==> src/rtl/axis_complex_power_peak.sv <==
// Streaming |x|^2 of complex AXI-Stream bins with per-frame peak search.
// Two-stage square/sum pipeline; peak tracking runs on output handshakes.
`timescale 1ns/1ps

module axis_complex_power_peak #(
    parameter int AXIS_TDATA_WIDTH = 32,
    parameter int POWER_WIDTH      = 32,
    parameter int BIN_WIDTH        = 16
) (
    input  logic                        aclk,
    input  logic                        areset,
    input  logic [AXIS_TDATA_WIDTH-1:0] S_AXIS_tdata,
    input  logic                        S_AXIS_tvalid,
    input  logic                        S_AXIS_tlast,
    output logic                        S_AXIS_tready,
    output logic [POWER_WIDTH-1:0]      M_AXIS_tdata,
    output logic                        M_AXIS_tvalid,
    output logic                        M_AXIS_tlast,
    input  logic                        M_AXIS_tready,
    output logic [POWER_WIDTH-1:0]      peak_value,
    output logic [BIN_WIDTH-1:0]        peak_index,
    output logic                        peak_valid,
    output logic [31:0]                 frame_count
);

    localparam int HW = AXIS_TDATA_WIDTH / 2;
    localparam int PW = 2 * HW;

    logic signed [HW-1:0] re_s;
    logic signed [HW-1:0] im_s;

    logic                 rdy_q;
    logic                 en;
    logic                 accept;

    logic                 v1_q, v1_d;
    logic                 last1_q, last1_d;
    logic signed [PW-1:0] sq_re_q, sq_re_d;
    logic signed [PW-1:0] sq_im_q, sq_im_d;

    logic                   v2_q, v2_d;
    logic                   last2_q, last2_d;
    logic [POWER_WIDTH-1:0] pwr_q, pwr_d;

    logic                   hs;
    logic                   take;
    logic [POWER_WIDTH-1:0] cand_val;
    logic [BIN_WIDTH-1:0]   cand_idx;

    logic [BIN_WIDTH-1:0]   bin_q, bin_d;
    logic [POWER_WIDTH-1:0] run_val_q, run_val_d;
    logic [BIN_WIDTH-1:0]   run_idx_q, run_idx_d;
    logic [POWER_WIDTH-1:0] pk_val_q, pk_val_d;
    logic [BIN_WIDTH-1:0]   pk_idx_q, pk_idx_d;
    logic                   pk_vld_q, pk_vld_d;
    logic [31:0]            fcnt_q, fcnt_d;

    assign re_s = S_AXIS_tdata[HW-1:0];
    assign im_s = S_AXIS_tdata[AXIS_TDATA_WIDTH-1:HW];

    // Both stages move as one; a held output freezes the whole pipe.
    assign en            = ~v2_q | M_AXIS_tready;
    assign S_AXIS_tready = rdy_q & en;
    assign accept        = S_AXIS_tvalid & S_AXIS_tready;

    always_comb begin
        v1_d    = v1_q;
        last1_d = last1_q;
        sq_re_d = sq_re_q;
        sq_im_d = sq_im_q;
        v2_d    = v2_q;
        last2_d = last2_q;
        pwr_d   = pwr_q;
        if (en) begin
            v1_d    = accept;
            last1_d = S_AXIS_tlast & accept;
            sq_re_d = re_s * re_s;
            sq_im_d = im_s * im_s;
            v2_d    = v1_q;
            last2_d = last1_q;
            pwr_d   = POWER_WIDTH'($unsigned(sq_re_q))
                    + POWER_WIDTH'($unsigned(sq_im_q));
        end
    end

    assign hs       = v2_q & M_AXIS_tready;
    // Strict compare keeps the earliest bin on ties.
    assign take     = (bin_q == '0) || (pwr_q > run_val_q);
    assign cand_val = take ? pwr_q : run_val_q;
    assign cand_idx = take ? bin_q : run_idx_q;

    always_comb begin
        bin_d     = bin_q;
        run_val_d = run_val_q;
        run_idx_d = run_idx_q;
        pk_val_d  = pk_val_q;
        pk_idx_d  = pk_idx_q;
        pk_vld_d  = 1'b0;
        fcnt_d    = fcnt_q;
        if (hs) begin
            run_val_d = cand_val;
            run_idx_d = cand_idx;
            if (last2_q) begin
                bin_d    = '0;
                pk_val_d = cand_val;
                pk_idx_d = cand_idx;
                pk_vld_d = 1'b1;
                fcnt_d   = fcnt_q + 32'd1;
            end else begin
                bin_d    = bin_q + BIN_WIDTH'(1);
            end
        end
    end

    always_ff @(posedge aclk or posedge areset) begin
        if (areset) begin
            rdy_q   <= 1'b0;
            v1_q    <= 1'b0;
            last1_q <= 1'b0;
            sq_re_q <= '0;
            sq_im_q <= '0;
            v2_q    <= 1'b0;
            last2_q <= 1'b0;
            pwr_q   <= '0;
        end else begin
            rdy_q   <= 1'b1;
            v1_q    <= v1_d;
            last1_q <= last1_d;
            sq_re_q <= sq_re_d;
            sq_im_q <= sq_im_d;
            v2_q    <= v2_d;
            last2_q <= last2_d;
            pwr_q   <= pwr_d;
        end
    end

    always_ff @(posedge aclk or posedge areset) begin
        if (areset) begin
            bin_q     <= '0;
            run_val_q <= '0;
            run_idx_q <= '0;
            pk_val_q  <= '0;
            pk_idx_q  <= '0;
            pk_vld_q  <= 1'b0;
            fcnt_q    <= '0;
        end else begin
            bin_q     <= bin_d;
            run_val_q <= run_val_d;
            run_idx_q <= run_idx_d;
            pk_val_q  <= pk_val_d;
            pk_idx_q  <= pk_idx_d;
            pk_vld_q  <= pk_vld_d;
            fcnt_q    <= fcnt_d;
        end
    end

    assign M_AXIS_tdata  = pwr_q;
    assign M_AXIS_tvalid = v2_q;
    assign M_AXIS_tlast  = last2_q;
    assign peak_value    = pk_val_q;
    assign peak_index    = pk_idx_q;
    assign peak_valid    = pk_vld_q;
    assign frame_count   = fcnt_q;

endmodule

==> config.mk <==
export PLATFORM = sky130hd
export DESIGN_NAME = axis_complex_power_peak
export DESIGN_NICKNAME = d
export VERILOG_FILES = /design/src/rtl/axis_complex_power_peak.sv
export SDC_FILE = /design/constraint.sdc
export NUM_CORES = 2
export LEC_CHECK = 0
export BUFFER_PORTS_ARGS = -buffer_cell sky130_fd_sc_hd__buf_2
export CAP_MARGIN = 40
export CORE_AREA = 2 2 246 248
export CTS_CLUSTER_DIAMETER = 40
export DETAILED_ROUTE_END_ITERATION = 16
export DIE_AREA = 0 0 248 250
export PLACE_DENSITY = 0.69
export SYNTH_ARGS = -nofsm -noshare
export SYNTH_HDL_FRONTEND = slang
export SYNTH_SLANG_ARGS = --single-unit
==> constraint.sdc <==
create_clock -name aclk -period 7.9 [get_ports aclk]
set_input_delay 1.58 -clock aclk [delete_from_list [all_inputs] [get_ports aclk]]
set_output_delay 1.58 -clock aclk [all_outputs]
set_load 0.02 [all_outputs]
==> summary.md <==
| Metric | Value |
|---|---|
| Status | `completed` |
| RSZ-0062 raised after global routing | `no` |
| Area grow syn2layout | `10.4%` |
| Fin crit period | `7240 ps` |
| GRT Overall Usage | `21.4%` |
| CP max FO | `15` |
| Final clock skew | `13.5 ps` |
| Max Clock Freq | `0.138 GHz` |
| Hold Crit Start | `peak_index[7]` |
| IO buf count | `152` |
| Most instantiated library cell after synthesis | `inv_1` |
| Critical Path Start Type | `input port` |
| Fill cell count | `5,328` |
| CTS tree | `done` |
| Worst R2R End | `run_val_q[16]` |
| Final Cycle Share | `91.7%` |
| Worst reg2reg startpoint | `M_AXIS_tdata[17]` |
| Detail Route Antenna Nets | `0` |
| WL final | `63,400 microns` |
| Die ar. | `62,000 sq um` |
| Final Max Tran Viols | `0` |
| Max Cap Viol | `0` |
| WS Path Type | `in -> reg` |
| # nets final | `3,963` |
| WHS | `472 ps` |
| Setup violations, final | `0` |
| CP Capture Type | `register` |
| Synth unique cells | `60` |
| Synthesized Nets | `3,819` |
| Total negative slack | `0 ps` |
| Max-Slew Margin vs Limit | `45.7%` |
| Avg WL per Cell | `15.8 microns` |
| Synth cell count leaders | `inv_1, fa_1, nand2_1` |
| Area contributors post-synth | `fa_1, dfrtp_1, ha_1` |
| First-pass GRT wire length | `108,000 microns` |
| Synth Instances | `3,071` |
| Final Cell Area | `32,400 sq um` |
| Worst min path class | `reg -> reg` |
| # IOs | `153` |
| Iter 0 DRT Violations | `890` |
| Core ar. | `59,600 sq um` |
| ANT cells | `0` |
| Leading area contributor after synthesis | `fa_1` |
| Syn Area/Cell | `9.56 sq um` |
| Post-CTS Hold Fix Bufs | `0` |
| Via count | `20,600` |
| Total grt overflow | `0` |
| Synth Cell Area | `29,400 sq um` |
| GP Congestion | `0.877` |
| Ys flop type | `dfrtp_1` |
| Hold endpoint | `peak_index[7]` |
| Hold Violations, Final | `0` |
| Asr flop ratio synth | `100%` |
| Critical path's slowest cell | `fa_1` |
| Worst Hold Path Cells | `2` |
| Rows | `90` |
| FF+latch count, synth | `244` |
| # H-tree levels | `2` |
| Die X | `248 microns` |
| Worst path max stage delay | `510 ps` |
| Register-to-Register Path Depth | `10` |
| Hpwl dp | `52,300 microns` |
| Initial antenna violation count | `0` |
| Worst Tran Pin Value | `815 ps` |
| Worst skew pair latency | `520 ps` |
| Starting Density | `49.3%` |
| Placed cell area | `31,200 sq um` |
| Cell breakdown of the critical path | `buf_2 > inv_1 > nor2_1 > xnor2_1 > ha_1 > inv_1 > fa_1 > fa_1 > inv_1 > fa_1 > fa_1 > inv_1 > fa_1 > inv_1 > ha_1 > and2_1 > a22o_1 > o41a_1 > o31ai_1 > a31oi_1 > a21o_1 > or2_2 > a22o_1` |
| DR DRC count | `0` |
| Vias per cell | `5.12` |
| Number of flops mapped to enable cells by yosys | `0` |
| Synth Warn # | `0` |
| Root buf cell | `clkbuf_16` |
| Largest net degree at the start of global routing | `113` |
| Vias in the first global route | `22,200` |
| Post-CTS sizing | `0` |
| CP arrival | `7640 ps` |
| # Post-CTS Setup Buffers | `0` |
| 1st-pass router iterations | `5` |
| Die Y | `250 microns` |
| Req. time, crit path | `8300 ps` |
| Seq/Total Area, Yosys | `20.8%` |
| Setup slack, reg-to-reg | `4070 ps` |
| CTS Buf Count | `37` |
| Share of post-route cells with drive strength above 1 | `10.4%` |
| Post-synth top area share | `31.9%` |
| Clk buf depth | `3` |
| Clk slew on worst S/H paths | `50 ps` |
| Clk sinks | `244` |
[final cells by class]
| type | instances | area [sq um] | share of cell area, % |
|---|---|---|---|
| flip-flops and latches | 244 | 6110 | 18.8 |
| clock inverters | 22 | 213 | 0.656 |
| repair buffers | 198 | 1140 | 3.53 |
| clock buffers | 46 | 1030 | 3.18 |
| inverters | 673 | 2530 | 7.81 |
| well taps | 782 | 978 | 3.02 |
| multi-input cells | 2061 | 20400 | 63.0 |
[layer usage]
layer | part of all wire, % | routed length (microns) | track usage [%]
met4 | 2.1 | 1340 | 4.76
met3 | 4.2 | 2650 | 2.31
met1 | 43 | 27300 | 28.1
met2 | 51 | 32200 | 38.0
met5 | 0 | 0 | 0
[kinds of logic (layout without fill, tap and decap cells)]
group	after synthesis	count (layout)	share of synthesized area, %
and+or+nand+nor	723	723	11.2
adders and majority gates	711	711	42.3
AOI/OAI and AO/OA	376	376	7.87
muxes	97	97	3.52
buffers and inverters	766	939	9.83
DFF	244	244	20.8
xor gates and xnor gates	153	153	4.56
other	1	1	0.0128
[worst max path at each step]
stage / cells past startpoint / endpoint / startpoint / slack [ps]
final: 23 / sq_re_q[28] / S_AXIS_tdata[2] / 660
after global routing: 24 / sq_im_q[29] / S_AXIS_tdata[28] / 310
after CTS: 22 / sq_re_q[28] / S_AXIS_tdata[12] / 690
after detailed placement: 22 / sq_re_q[28] / S_AXIS_tdata[12] / 190
after global placement: 23 / sq_re_q[28] / S_AXIS_tdata[2] / 260
after floorplan: 21 / sq_im_q[29] / S_AXIS_tdata[31] / 200
[metrics by stage]
step           util (%)  std cells  setup slack (ps)
2_1_floorplan         -       3071               196
3_3_place_gp       52.3       3957               255
3_5_place_dp       52.3       3958               194
4_1_cts            54.4       4026               695
5_1_grt            54.4       4026               307
6_report           54.4       4026               659
[flip-flops by register name, summed over array words and instances (netlist names)]
| name | flops |
|---|---|
| M_AXIS_tvalid | 1 |
| peak_valid | 1 |
| run_val_q | 32 |
| peak_index | 16 |
| v1_q | 1 |
| rdy_q | 1 |
| bin_q | 16 |
| M_AXIS_tlast | 1 |
| peak_value | 32 |
| M_AXIS_tdata | 32 |
| last1_q | 1 |
| sq_im_q | 31 |
| frame_count | 32 |
| sq_re_q | 31 |
| run_idx_q | 16 |
[critical path: cells and delay by family]
family	cells	cell delay [ps]
adder cells (fa/ha/maj)	7	3060
AND/OR/NAND/NOR	3	740
buffers and inverters	6	690
AO/OA/AOI/OAI	6	1470
XOR/XNOR	1	120
[placed cells by master (no fill, tap or decap), types with 99 or more instances in the layout]
cell type / Yosys / final
nor2_1: 158 / 158
fa_1: 468 / 468
dfrtp_1: 244 / 244
ha_1: 243 / 243
nand2_1: 325 / 325
a21oi_1: 109 / 109
buf_2: 10 / 152
o21ai_0: 123 / 123
inv_1: 672 / 671
xnor2_1: 99 / 99
Power is left out: the tool's default activity adds up to more than one toggle a clock period on the data nets, which glitch-free logic cannot reach.
